`src/rtl/mem_arbiter.sv`:
```
// +--------------------------------------------------------------------------+
// | Module   : mem_arbiter                                                   |
// | Purpose  : Two-port (fetch / data) arbiter in front of a single-ported   |
// |            memory. Data accesses win ties until the fetch port has been |
// |            passed over STARVE_LIMIT times in a row. Each access owns     |
// |            the memory port for LATENCY cycles. Completion is signalled  |
// |            by a one-cycle ack in the cycle after the grant.              |
// | Ports    : clock, reset (async, active-high)                             |
// |            i_req/i_addr -> i_ack/i_rdata       fetch port (word reads)   |
// |            d_req/d_rw/d_addr/d_wdata/d_width/d_signed -> d_ack/d_rdata   |
// |            mem_address/mem_data_in/mem_read_write/mem_width/             |
// |            mem_signed_read -> memory, mem_data_out <- memory             |
// |            busy : high while an access owns the memory port              |
// | Revision : 1.0  initial release                                          |
// +--------------------------------------------------------------------------+
`default_nettype none

`ifndef MEM_READ
`define MEM_READ 1'b0
`endif
`ifndef MEM_WRITE
`define MEM_WRITE 1'b1
`endif
`ifndef MEM_WIDTH_B
`define MEM_WIDTH_B 2'b00
`endif
`ifndef MEM_WIDTH_H
`define MEM_WIDTH_H 2'b01
`endif
`ifndef MEM_WIDTH_W
`define MEM_WIDTH_W 2'b10
`endif

module mem_arbiter #(
    parameter int LATENCY      = 2,
    parameter int STARVE_LIMIT = 4
) (
    input  logic        clock,
    input  logic        reset,
    input  logic        i_req,
    input  logic [31:0] i_addr,
    output logic        i_ack,
    output logic [31:0] i_rdata,
    input  logic        d_req,
    input  logic        d_rw,
    input  logic [31:0] d_addr,
    input  logic [31:0] d_wdata,
    input  logic [1:0]  d_width,
    input  logic        d_signed,
    output logic        d_ack,
    output logic [31:0] d_rdata,
    output logic [31:0] mem_address,
    output logic [31:0] mem_data_in,
    output logic        mem_read_write,
    output logic [1:0]  mem_width,
    output logic        mem_signed_read,
    input  logic [31:0] mem_data_out,
    output logic        busy
);

    typedef enum logic [1:0] {
        IDLE    = 2'd0,
        GRANT_I = 2'd1,
        GRANT_D = 2'd2
    } state_t;

    localparam logic [3:0] LAT_M1 = 4'(LATENCY - 1);
    localparam logic [3:0] STARVE = 4'(STARVE_LIMIT);

    state_t      state_q,   state_d;
    logic [3:0]  count_q,   count_d;
    logic [3:0]  streak_q,  streak_d;
    logic [31:0] addr_q,    addr_d;
    logic [31:0] wdata_q,   wdata_d;
    logic        rw_q,      rw_d;
    logic [1:0]  width_q,   width_d;
    logic        signed_q,  signed_d;
    logic        i_ack_q,   i_ack_d;
    logic        d_ack_q,   d_ack_d;
    logic [31:0] i_rdata_q, i_rdata_d;
    logic [31:0] d_rdata_q, d_rdata_d;

    always_ff @(posedge clock or posedge reset) begin
        if (reset) begin
            state_q   <= IDLE;
            count_q   <= 4'd0;
            streak_q  <= 4'd0;
            addr_q    <= 32'd0;
            wdata_q   <= 32'd0;
            rw_q      <= `MEM_READ;
            width_q   <= `MEM_WIDTH_W;
            signed_q  <= 1'b0;
            i_ack_q   <= 1'b0;
            d_ack_q   <= 1'b0;
            i_rdata_q <= 32'd0;
            d_rdata_q <= 32'd0;
        end else begin
            state_q   <= state_d;
            count_q   <= count_d;
            streak_q  <= streak_d;
            addr_q    <= addr_d;
            wdata_q   <= wdata_d;
            rw_q      <= rw_d;
            width_q   <= width_d;
            signed_q  <= signed_d;
            i_ack_q   <= i_ack_d;
            d_ack_q   <= d_ack_d;
            i_rdata_q <= i_rdata_d;
            d_rdata_q <= d_rdata_d;
        end
    end

    always_comb begin
        state_d   = state_q;
        count_d   = count_q;
        streak_d  = streak_q;
        addr_d    = addr_q;
        wdata_d   = wdata_q;
        rw_d      = rw_q;
        width_d   = width_q;
        signed_d  = signed_q;
        i_ack_d   = 1'b0;
        d_ack_d   = 1'b0;
        i_rdata_d = i_rdata_q;
        d_rdata_d = d_rdata_q;

        case (state_q)
            IDLE: begin
                // A fetch port that is not asking cannot be starved.
                if (!i_req) begin
                    streak_d = 4'd0;
                end
                if (d_req && (!i_req || (streak_q < STARVE))) begin
                    state_d  = GRANT_D;
                    count_d  = LAT_M1;
                    addr_d   = d_addr;
                    wdata_d  = d_wdata;
                    rw_d     = d_rw;
                    width_d  = d_width;
                    signed_d = d_signed;
                    if (i_req && (streak_q != 4'hF)) begin
                        streak_d = streak_q + 4'd1;
                    end
                end else if (i_req) begin
                    state_d  = GRANT_I;
                    count_d  = LAT_M1;
                    addr_d   = i_addr;
                    wdata_d  = 32'd0;
                    rw_d     = `MEM_READ;
                    width_d  = `MEM_WIDTH_W;
                    signed_d = 1'b0;
                    streak_d = 4'd0;
                end
            end
            GRANT_I, GRANT_D: begin
                if (count_q == 4'd0) begin
                    // Final grant cycle: memory data is valid now.
                    state_d = IDLE;
                    if (state_q == GRANT_I) begin
                        i_ack_d   = 1'b1;
                        i_rdata_d = mem_data_out;
                    end else begin
                        d_ack_d = 1'b1;
                        if (rw_q == `MEM_READ) begin
                            d_rdata_d = mem_data_out;
                        end
                    end
                end else begin
                    count_d = count_q - 4'd1;
                end
            end
            default: begin
                state_d = IDLE;
            end
        endcase
    end

    // Memory port is driven straight from the latched request; in IDLE
    // it rests at a harmless word read of address 0.
    always_comb begin
        mem_address     = 32'd0;
        mem_data_in     = 32'd0;
        mem_read_write  = `MEM_READ;
        mem_width       = `MEM_WIDTH_W;
        mem_signed_read = 1'b0;
        if (state_q != IDLE) begin
            mem_address     = addr_q;
            mem_data_in     = wdata_q;
            mem_width       = width_q;
            mem_signed_read = signed_q;
            // Write strobe only in the last grant cycle so a store aborted
            // by reset earlier in the grant never reaches memory.
            if ((state_q == GRANT_D) && (rw_q == `MEM_WRITE) && (count_q == 4'd0)) begin
                mem_read_write = `MEM_WRITE;
            end
        end
    end

    assign busy    = (state_q != IDLE);
    assign i_ack   = i_ack_q;
    assign d_ack   = d_ack_q;
    assign i_rdata = i_rdata_q;
    assign d_rdata = d_rdata_q;

endmodule

`default_nettype wire

```
`config.mk`:
```
export PLATFORM = sky130hd
export DESIGN_NAME = mem_arbiter
export DESIGN_NICKNAME = d
export VERILOG_FILES = /design/src/rtl/mem_arbiter.sv
export SDC_FILE = /design/constraint.sdc
export NUM_CORES = 1
export LEC_CHECK = 0
export ABC_AREA = 1
export CORE_ASPECT_RATIO = 0.8
export CORE_MARGIN = 8
export CORE_UTILIZATION = 38
export CTS_CLUSTER_DIAMETER = 120
export CTS_CLUSTER_SIZE = 24
export DETAILED_ROUTE_END_ITERATION = 8
export GPL_ROUTABILITY_DRIVEN = 0
export PLACE_DENSITY = 0.71
export SKIP_CTS_REPAIR_TIMING = 1
export SYNTH_ARGS = -nofsm -noshare
export SYNTH_HDL_FRONTEND = slang
export SYNTH_SLANG_ARGS = --single-unit
export TNS_END_PERCENT = 100
```
`constraint.sdc`:
```
create_clock -name clock -period 6.2 [get_ports clock]
set_input_delay 1.86 -clock clock [delete_from_list [all_inputs] [get_ports clock]]
set_output_delay 1.86 -clock clock [all_outputs]
set_load 0.01 [all_outputs]
```
==> results.json, run 1 <==
{
  "outcome": "finished clean",
  "die_w_um": 166.7,
  "reg2regPathDepth": 7,
  "clock_latency_ns": 0.42,
  "rrSetupSlack_ns": 2.94,
  "die_area_um2": 22780,
  "routed_wl_mm": 20.56,
  "antenna_found_initial": 0,
  "rsz0062_at_grt": "no",
  "cts_buffers": 17,
  "first_global_vias": 6273,
  "criticalPathCategory": "reg -> out",
  "grt_pass1_wl_mm": 33.20,
  "drtIter0Drc": 412,
  "wl_per_cell_um": 15.22,
  "syn_inst": 860,
  "rows": 44,
  "synth.distinct_cells": 25,
  "syn_area_um2": 6908,
  "gr-total-overflow": 0,
  "r2r_start": "state_q[0]",
  "grt_use_total_pct": 18.17,
  "setup_viol": 0,
  "final.period_utilization_pct": 76.20,
  "syn_area_per_cell_um2": 8.032,
  "drv_slew": 0,
  "synth_fp_nets": 1002,
  "cts.path.max_buffers": 2,
  "drt_first_pass_iters": 4,
  "drc": 0,
  "cts_tree": "built",
  "r2r-end": "rw_q",
  "cts_sinks": 144,
  "hold_depth": 2,
  "fin_nets": 1250,
  "hold_end": "width_q[1]",
  "end_kind": "output port",
  "root_buffer": "clkbuf_16",
  "finalCriticalPeriod_ns": 4.724,
  "grt_start_max_net_pins": 79,
  "htree_levels": 4,
  "area_delta_synth_final_pct": 48.78,
  "min_path_type": "reg -> reg",
  "tns_ns": 0,
  "antenna_left": 0,
  "place_hpwl_mm": 14.91,
  "io_pins": 271,
  "ys_warn_count": 0,
  "ir_worst_vdd_mv": 0.2332,
  "avgViaCountPerCell": 4.528,
  "hold_start": "width_q[1]",
  "chipHeight_um": 136.6,
  "worst-path-max-fanout": 41,
  "p_leak_nw": 5.093,
  "port_buffers": 270,
  "cap_violations": 0,
  "initial_core_util_pct": 38.37,
  "fin_skew_ns": 0.01211,
  "powerDensity_nw_per_um2": 478.3,
  "clk_pin_slew_ns": 0.07,
  "core_um2": 18000,
  "worst_pin_slew_ns": 1.072,
  "max_slew_margin_pct": 28.27,
  "final_core_utilization_pct": 57.09,
  "critPathLaunchType": "register",
  "drive_gt1_share_pct": 7.583,
  "hold_violations": 0,
  "crit_required_ns": 4.34,
  "hold_slack_ns": 0.4697,
  "antenna_cells": 0,
  "vias": 6118,
  "critical_path_arrival_ns": 2.86,
  "max_freq_ghz": 0.2117,
  "synth-seq-cells": 144,
  "ys_seq_area_share_pct": 52.18
}
[state kept, by name, indices dropped and copies added, names as in the netlist]
name,flops
d_ack,1
streak_q,4
wdata_q,32
count_q,4
state_q,2
d_rdata,32
width_q,2
signed_q,1
rw_q,1
i_rdata,32
addr_q,32
i_ack,1
[report_power, final]
group          switching [mW]  total, mW  internal (mW)
logic                    1.17       2.28           1.10
clock network           0.428       1.03          0.606
registers               0.218       1.60           1.39
total                    1.82       4.92           3.10
[placed cells by master, fill, tap and decap left out]
master and count:
clkdlybuf4s50_1 270, nand2_1 215, inv_1 175, dfrtp_1 143, nor2_1 75, nand3_1 72, o21ai_0 44, o22ai_1 24
o21ai_2 20, clkbuf_16 17, o21ai_1 11, o22ai_2 10, buf_4 8, inv_6 5, ha_1 5, nand2_2 3
clkinvlp_4 3, inv_8 3, nor2_2 2, inv_2 2, or2_2 2, clkinv_4 2, bufinv_16 2, o21ai_4 1
nor2_4 1, nand4_1 1, mux2i_1 1, nand3_2 1, ha_2 1, clkinv_2 1, dfstp_2 1
[metal layers]
layer	part of all wire (%)	wire length [um]	GRT usage [%]
met5	0	0	0
met4	0.39	80	4.343
met3	9.1	1879	8.100
met2	47	9617	29.53
met1	44	8982	21.97
[Yosys cell counts]
master      n  area (um2)
nand4_1     1       6.260
nand2_2     2       12.51
o21ai_1    11       55.05
o22ai_2    10       125.1
nor2_1     75       281.5
o22ai_1    24       150.1
buf_2      22       110.1
o21ai_2    20       175.2
dfstp_2     1       26.28
o21ai_4     1       16.27
buf_4       5       37.54
inv_1     176       660.6
or2_2       2       12.51
nand3_2     1       10.01
buf_6       8       90.09
nor2_2      2       12.51
nand2_1   216       810.8
inv_2       2       7.510
clkbuf_1   14       52.55
ha_1        6       75.07
nor2_4      1       11.26
nand3_1    72       360.4
dfrtp_1   143        3578
mux2i_1     1       10.01
o21ai_0    44       220.2
[critical path: stages, from the launching register on]
cell             delay [ns]
dfrtp_1                0.41
inv_1                  0.09
ha_2                   0.73
buf_4                  0.48
or2_2                  0.19
clkdlybuf4s50_1        0.53
[final cells by class]
cell class                 instances  area, um2
fill                            1650       7725
sequential                       144       3605
timing repair buffer             278       2763
multi-input combinational        489       2350
inverter                         178      673.1
clock buffer                      17      425.4
tap                              230      287.8
clock inverter                    15      173.9
[cells by family after synthesis]
| group | count (synthesis) | synth area share, % |
|---|---|---|
| fa+ha+maj | 6 | 1.087 |
| flops | 144 | 52.18 |
| mux | 1 | 0.1449 |
| simple gates | 372 | 21.97 |
| buf+inv | 227 | 13.87 |
| compound gates | 110 | 10.74 |
[metrics by stage]
step / area [um2] / total power, mW / instances / setup WS [ns]
finish: 10280 / 4.915 / 1351 / 1.476
global route: 10280 / 5.286 / 1351 / 1.300
CTS: 10280 / 4.984 / 1351 / 1.416
detailed placement: 9678 / 3.917 / 1319 / 1.785
global placement: 9678 / 3.868 / 1319 / 1.838
floorplan: 6908 / 2.785 / 860 / 0.4754
[worst max-delay path by stage]
stage | to | from
floorplan | addr_q[0] | reset
finish | mem_width[1] | state_q[0]
global route | mem_width[1] | state_q[1]
detailed placement | rw_q | d_req
CTS | mem_width[1] | state_q[0]
global placement | mem_width[1] | state_q[0]
Power figures use the tool's default switching activity.
==> run 2: changes to the inputs <==
Settings changed: PLACE_DENSITY 0.71 to 0.74.
Clock period 6.2 ns to 4.3 ns, I/O delays scaled along.
==> run 2 against run 1 <==
Sequential power increased by 45%. Register-to-register slack got worse by 1.0 ns. Cell count increased by 0.22%. Setup slack got worse by 0.89 ns. Sequential share of layout area decreased by 0.23 points. Combinational power increased by 44%. Clock skew decreased by 0.0035 ns. First-iteration DRC count decreased by 14%. Design area increased by 0.67%. Largest power group unchanged. Clock power increased by 48%.
==> results.json, run 2 (synthesized netlist as in run 1, its figures left out) <==
{
  "port_buffers": 270,
  "dpl_cell_area_um2": 9737,
  "outcome": "finished clean",
  "routed_wl_mm": 20.15,
  "clock_latency_ns": 0.41,
  "clk_pin_slew_ns": 0.06,
  "powerDensity_nw_per_um2": 688.9,
  "drive_gt1_share_pct": 7.740,
  "layout_common_cells": "clkdlybuf4s50_1 (270), nand2_1 (215), inv_1 (175)",
  "cts_sinks": 144,
  "first_global_vias": 6255,
  "drt_first_pass_iters": 5,
  "rows": 44,
  "p_leak_nw": 5.120,
  "cts.path.max_buffers": 2,
  "tns_ns": 0,
  "cap_violations": 0,
  "critical_path_arrival_ns": 2.42,
  "max_freq_ghz": 0.2692,
  "gr-total-overflow": 0,
  "max_slew_margin_pct": 29.20,
  "layout_commonest_cell": "clkdlybuf4s50_1",
  "root_buffer": "clkbuf_16",
  "drv_slew": 0,
  "drc": 0,
  "ir_worst_vdd_mv": 0.2513,
  "initial_core_util_pct": 38.37,
  "n_fill_cell": 1579,
  "fin_skew_ns": 0.008660,
  "grt_use_total_pct": 17.92,
  "postLayoutSetupSlackWorst_ns": 0.5855,
  "chipHeight_um": 136.6,
  "die_area_um2": 22780,
  "worst-path-max-fanout": 42,
  "grt_start_max_net_pins": 104,
  "hold_violations": 0,
  "area_delta_synth_final_pct": 49.77,
  "finalCriticalPeriod_ns": 3.714,
  "post-place-ws_ns": 1.017,
  "final_core_utilization_pct": 57.47,
  "fin_nets": 1253,
  "die_w_um": 166.7,
  "critPathLaunchType": "register",
  "hold_depth": 2,
  "avgViaCountPerCell": 4.576,
  "criticalPathCategory": "reg -> out",
  "io_pins": 271,
  "cts_buffers": 17,
  "antenna_cells": 0,
  "drtIter0Drc": 354,
  "antenna_left": 0,
  "end_kind": "output port",
  "cts_tree": "built",
  "grt_pass1_wl_mm": 32.62,
  "vias": 6196,
  "multi_input_area_um2": 2350,
  "seq_area_um2": 3605,
  "reg2regPathDepth": 8,
  "place_hpwl_mm": 14.46,
  "min_path_type": "reg -> reg",
  "crit_required_ns": 3.01,
  "final_area_um2": 10350,
  "core_um2": 18000,
  "antenna_found_initial": 0,
  "rsz0062_at_grt": "no",
  "htree_levels": 4,
  "setup_viol": 0,
  "final.period_utilization_pct": 86.38,
  "wl_per_cell_um": 14.88,
  "worst_pin_slew_ns": 1.058
}
[run 2: changes by cell type in the layout (fill, tap and decap cells not counted), sizes merged]
| cell | previous run | this run |
|---|---|---|
| buf | 8 | 11 |
| bufinv | 2 | 3 |
| clkbuf | 17 | 18 |
| clkinvlp | 3 | 4 |
| inv | 185 | 182 |
[run 2: layer usage]
| layer | vias to the layer above | share of wire [%] | global-route usage (%) |
|---|---|---|---|
| li1 | 3118 | - | - |
| met1 | 2823 | 45 | 22.11 |
| met2 | 244 | 45 | 28.61 |
| met3 | 11 | 8.7 | 7.005 |
| met4 | 0 | 0.83 | 5.841 |
| met5 | - | 0 | 0 |
[run 2: metrics by stage]
stage          hold WS, ns  cells  power, mW
2_1_floorplan       0.4436    860      4.016
3_3_place_gp        0.4633   1322      5.583
3_5_place_dp        0.4662   1322      5.652
4_1_cts             0.4800   1354      7.233
5_1_grt             0.4946   1354      7.657
6_report            0.4789   1354      7.128
[run 2: final timing paths]
check                            from      endpoint  slack, ns
setup reg to reg           state_q[0]   i_rdata[31]       1.92
setup / recovery           state_q[0]  mem_width[1]       0.59
min in group asynchronous       reset     addr_q[9]       1.22
hold reg to reg            width_q[1]    width_q[1]       0.48
hold / removal             width_q[1]    width_q[1]       0.48
max in group asynchronous       reset    count_q[3]       2.34
[run 2: layout make-up]
type | instances | share of cell area, %
clock buffers | 18 | 4.148
clock inverters | 14 | 1.741
inverters | 178 | 6.494
multi-input cells | 489 | 22.71
flip-flops and latches | 144 | 34.84
well taps | 230 | 2.781
repair buffers | 281 | 27.28
[run 2: critical path, cell delays in order (launching register included)]
cell,delay [ns]
dfrtp_1,0.42
inv_1,0.11
ha_2,0.32
buf_4,0.43
or2_2,0.20
clkdlybuf4s50_1,0.53
[run 2: report_power, final]
group / total [mW] / internal (mW) / switching, mW
Clock: 1.52 / 0.925 / 0.599
Combinational: 3.29 / 1.61 / 1.68
Sequential: 2.32 / 2.00 / 0.318
Total: 7.13 / 4.53 / 2.60
